File: src/rtl/mux_scan_sampler.sv
// Walks the channel multiplexer selector through every channel, samples each one
// after a settle time, and offers the assembled snapshot over a valid/ready handshake.
module mux_scan_sampler #(
    parameter int unsigned NUM_CH = 6,
    parameter int unsigned DWELL  = 4
) (
    input  logic              clk,
    input  logic              rst_n,
    input  logic              start,
    input  logic              continuous,
    input  logic              mux_in,
    output logic [2:0]        selector,
    output logic              busy,
    output logic [NUM_CH-1:0] snap,
    output logic              snap_valid,
    input  logic              snap_ready
);

    localparam int unsigned CNT_W = (DWELL > 2) ? $clog2(DWELL) : 1;
    localparam logic [CNT_W-1:0] CNT_LAST = CNT_W'(DWELL - 1);
    localparam logic [2:0]       CH_LAST  = 3'(NUM_CH - 1);

    typedef enum logic [1:0] {
        ST_IDLE = 2'd0,
        ST_SCAN = 2'd1,
        ST_HOLD = 2'd2
    } state_e;

    state_e             state_q, state_d;
    logic [2:0]         ch_q, ch_d;
    logic [CNT_W-1:0]   cnt_q, cnt_d;
    logic [NUM_CH-1:0]  samp_q, samp_d;
    logic [NUM_CH-1:0]  snap_q, snap_d;
    logic               valid_q, valid_d;
    logic               busy_q, busy_d;

    // State and datapath registers
    always_ff @(posedge clk or negedge rst_n) begin
        if (!rst_n) begin
            state_q <= ST_IDLE;
            ch_q    <= '0;
            cnt_q   <= '0;
            samp_q  <= '0;
            snap_q  <= '0;
            valid_q <= 1'b0;
            busy_q  <= 1'b0;
        end else begin
            state_q <= state_d;
            ch_q    <= ch_d;
            cnt_q   <= cnt_d;
            samp_q  <= samp_d;
            snap_q  <= snap_d;
            valid_q <= valid_d;
            busy_q  <= busy_d;
        end
    end

    // Next-state and datapath updates
    always_comb begin
        state_d = state_q;
        ch_d    = ch_q;
        cnt_d   = cnt_q;
        samp_d  = samp_q;
        snap_d  = snap_q;
        valid_d = valid_q;
        busy_d  = busy_q;

        unique case (state_q)
            ST_IDLE: begin
                if (start) begin
                    state_d = ST_SCAN;
                    ch_d    = '0;
                    cnt_d   = '0;
                    samp_d  = '0;
                    busy_d  = 1'b1;
                end
            end

            ST_SCAN: begin
                if (cnt_q == CNT_LAST) begin
                    cnt_d = '0;
                    for (int unsigned i = 0; i < NUM_CH; i++) begin
                        if (ch_q == 3'(i)) begin
                            samp_d[i] = mux_in;
                        end
                    end
                    // Last channel: publish including the bit captured on this edge
                    if (ch_q == CH_LAST) begin
                        snap_d  = samp_d;
                        valid_d = 1'b1;
                        ch_d    = '0;
                        state_d = ST_HOLD;
                    end else begin
                        ch_d = ch_q + 3'd1;
                    end
                end else begin
                    cnt_d = cnt_q + CNT_W'(1);
                end
            end

            ST_HOLD: begin
                if (snap_ready) begin
                    valid_d = 1'b0;
                    ch_d    = '0;
                    cnt_d   = '0;
                    if (continuous) begin
                        state_d = ST_SCAN;
                        samp_d  = '0;
                    end else begin
                        state_d = ST_IDLE;
                        busy_d  = 1'b0;
                    end
                end
            end

            default: begin
                state_d = ST_IDLE;
                busy_d  = 1'b0;
                valid_d = 1'b0;
                ch_d    = '0;
                cnt_d   = '0;
            end
        endcase
    end

    // Selector is the channel register itself, so it never leaves 0..NUM_CH-1
    assign selector   = ch_q;
    assign busy       = busy_q;
    assign snap       = snap_q;
    assign snap_valid = valid_q;

endmodule

File: config.mk
export PLATFORM = sky130hd
export DESIGN_NAME = mux_scan_sampler
export DESIGN_NICKNAME = d
export VERILOG_FILES = /design/src/rtl/mux_scan_sampler.sv
export SDC_FILE = /design/constraint.sdc
export NUM_CORES = 1
export LEC_CHECK = 0
export ABC_AREA = 1
export BUFFER_PORTS_ARGS = -buffer_cell sky130_fd_sc_hd__buf_2
export CAP_MARGIN = 20
export CORE_UTILIZATION = 46
export DETAILED_ROUTE_END_ITERATION = 16
export PLACE_DENSITY = 0.8
export SLEW_MARGIN = 40
export SYNTH_ARGS = -nofsm -noshare
export SYNTH_HDL_FRONTEND = slang
export SYNTH_SLANG_ARGS = --single-unit
File: constraint.sdc
create_clock -name clk -period 1.3 [get_ports clk]
set_input_delay 0.065 -clock clk [delete_from_list [all_inputs] [get_ports clk]]
set_output_delay 0.065 -clock clk [all_outputs]
set_load 0.02 [all_outputs]
==> summary.md <==
| Metric | Value |
|---|---|
| Worst Setup Start Kind | `flop` |
| Num rows | `17` |
| Ratio of cells with drive above 1 in the final layout | `36.0%` |
| Area of the multi-input gates | `568 µm²` |
| RSZ-0062 raised after global routing | `yes` |
| Outcome | `complete, but fails checks` |
| Worst EP required | `1.50 ns` |
| Worst r2r src | `cnt_q[1]` |
| R2r worst-path depth | `5` |
| Sw frac | `about half` |
| Die height | `51.2 µm` |
| Synth Area in Adders | `under 10%` |
| Yosys Warn Count | `0` |
| Fin area | `1420 µm²` |
| Total power | `3710 µW` |
| Worst path most repeated cell | `nand2_1` |
| Reg power frac | `between 30% and 40%` |
| Synth Cell Area | `1110 µm²` |
| PD cells | `2620 nW/µm²` |
| Largest family of logic cells by synthesized area | `simple AND/OR/NAND/NOR gates` |
| Longest Clk Path Bufs | `2` |
| R2r endpoint | `samp_q[0]` |
| Setup ws final | `-0.0291 ns` |
| CP Capture Type | `flop` |
| Slew Limit Fails | `0` |
| Internal power | `1920 µW` |
| Cells after Synth | `141` |
| Yosys cell types | `19` |
| Mean Syn Cell Area | `7.91 µm²` |
| CTS buffer count | `3` |
| Slew HR | `between 60% and 70%` |
| IO Pins | `17` |
| Via Count | `1088` |
| Placed inst area | `around 1300 µm²` |
| Failing checks | `negative setup slack` |
| Post-DRT Antenna Nets | `0` |
| Tmin final | `between 1 and 1.5 ns` |
| Critical Path End | `samp_q[0]` |
| Final hold vios | `0` |
| Compound-Gate Fraction of Synth Area | `under 10%` |
| Sequential area share after synthesis | `between 40% and 50%` |
| CP max FO | `6` |
| Worst-margin pin slew | `0.465 ns` |
| Mux share of post-synthesis cell area | `0%` |
| Flop2flop setup slack | `-0.03 ns` |
| Pin count of the biggest net entering global routing | `22` |
| Seq cells post-synth | `21` |
| Root buffer cell | `clkbuf_4` |
| Hold wc startpoint | `snap_ready` |
| Tcrit/Tclk final | `102%` |
| Switching pwr | `roughly 1800 µW` |
| Initial antenna violation count | `0` |
| DR DRC count | `0` |
| RePlAce Congestion | `0.834` |
| Xor-xnor portion of the synthesized cell area | `0%` |
| Overflow left after global routing | `0` |
| Global-route wire length before repair | `4.18 mm` |
| Commonest non-fill, non-tap cell in the layout | `nand2_1` |
| Routed wire length | `2.70 mm` |
| Die area | `between 2000 and 3000 µm²` |
| Crit-path max cell delay | `0.38 ns` |
| Highest Clock Rate | `about 0.75 GHz` |
| Core area | `about 2300 µm²` |
| DR WL/cell | `13.3 µm` |
| Starting DRT DRC Count | `64` |
| Leakage | `0.000752 µW` |
| Finish-stage setup viols | `3` |
| Ant. Diodes | `0` |
| Die Wd | `51.2 µm` |
| Sequential cell area | `roughly 530 µm²` |
| CP Cell Sequence | `ha_2 -> nand3b_1 -> nand4_1 -> nand2_1 -> nand2_1` |
| Part of the power in the clock network | `8.6%` |
| Total track usage | `21.4%` |
| # port buffers | `16` |
| Synth Area in Simple Gates | `34.8%` |
| Drt pass-1 iters | `4` |
| Final net count | `184` |
| Crit path DAT | `1.53 ns` |
| Number of vias per cell | `~5.4` |
| Layout Skew | `0.00195 ns` |
| Clock latency on the worst-skew pair | `~0.30 ns` |
| Area growth syn-to-layout | `27.2%` |
| Classification of the worst-slack hold path | `in -> reg` |
| Most frequent cells in the layout | `nand2_1, dfrtp_1, buf_2` |
| Clk sink count | `21` |
| Slowest stage cell on the critical path | `dfrtp_1` |
| CP Class | `reg -> reg` |
| Mapped Nets | `149` |
| # fillers | `191` |
| Maximum vdd drop | `1.31 mV` |
| CTS clk-pin slew, worst paths | `approximately 0.12 ns` |
| Number of global-route vias before repair | `969` |
| CP startpoint | `cnt_q[1]` |
| Max Cap Viol | `0` |
| H-tree Lvls | `1` |
| Comb power frac | `60.3%` |
| Hpwl dp | `1.77 mm` |
| Initial core utilization | `about 50%` |
| CTS tree | `built` |
-- registers in the layout, indices dropped and copies added (netlist names) --
| signal | flops |
|---|---|
| samp_q | 6 |
| busy | 1 |
| snap_valid | 1 |
| snap | 6 |
| state_q | 2 |
| selector | 3 |
| cnt_q | 2 |
-- worst min-delay path by stage --
stage / to / depth (start not counted)
after floorplan: busy / 0
after global placement: cnt_q[0] / 1
after detailed placement: cnt_q[0] / 1
after CTS: state_q[1] / 4
after global routing: state_q[1] / 4
final: state_q[1] / 4
-- logic make-up (layout without fill, tap and decap cells) --
kind of cell | count (synthesis) | in the layout
simple gates | 85 | 86
flops | 21 | 21
buf+inv | 19 | 52
compound gates | 14 | 14
fa+ha+maj | 2 | 2
-- power groups by stage --
| stage | combinational, µW | sequential, µW | clock (µW) |
|---|---|---|---|
| finish | 2240 | 1150 | 321 |
| global route | 2490 | 1180 | 354 |
| CTS | 1980 | 1130 | 324 |
| detailed placement | 1920 | 1130 | 0 |
| global placement | 1830 | 1120 | 0 |
| floorplan | 1130 | 1290 | 0 |
-- routing by layer --
layer | global-route usage [%] | share of wire [%] | vias up
met5 | 0 | 0 | -
met4 | 8.11 | 2.3 | 0
met3 | 2.98 | 7.3 | 9
met2 | 36.0 | 47 | 54
met1 | 27.8 | 43 | 508
li1 | - | - | 517
-- repair_timing --
action,in CTS,in global routing
buffers inserted,1,3
hold buffers,2,0
gates cloned,0,1
hold endpoints to repair,22,0
resized for setup,2,17
pin swaps,5,7
endpoints found under the setup margin,7,19
-- worst max-delay path: cells and delay by family (launching register included) --
| kind | cells | cell delay, ns |
|---|---|---|
| DFF | 1 | 0.38 |
| and+or+nand+nor | 4 | 0.66 |
| adders and majority gates | 1 | 0.18 |
-- cell type report --
| cell class | count | area share, % |
|---|---|---|
| inverters | 18 | 4.77 |
| flip-flops and latches | 21 | 37.4 |
| repair buffers | 30 | 13.4 |
| multi-input cells | 102 | 40.1 |
| well taps | 28 | 2.47 |
| clock buffers | 4 | 1.85 |
-- metrics by stage --
step	hold WS [ns]	utilization [%]	setup WS (ns)	setup TNS, ns	cells
finish	0.162	62.9	-0.0291	-0.0593	203
global route	0.210	62.9	-0.126	-0.884	203
CTS	0.132	59.6	-0.0237	-0.0453	199
detailed placement	0.0463	56.8	-0.0264	-0.131	192
global placement	0.0377	56.8	0.0564	0	192
floorplan	-0.231	-	0.0253	0	141
-- cell usage after synthesis --
master	count	area share [%]
nand2_1	53	18
dfrtp_1	21	47
inv_1	17	5.7
nand3_1	12	5.4
nor2_1	11	3.7
o21ai_0	6	2.7
o21ai_2	6	4.7
ha_1	2	2.2
nand3b_1	2	1.3
nor2_4	2	2.0
a22o_1	1	0.79
a31oi_1	1	0.56
buf_6	1	1.0
inv_2	1	0.34
nand2_2	1	0.56
nand3_2	1	0.90
nand4_1	1	0.56
nand4_4	1	1.9
or2_2	1	0.56
(Power assumes the default switching activity.)
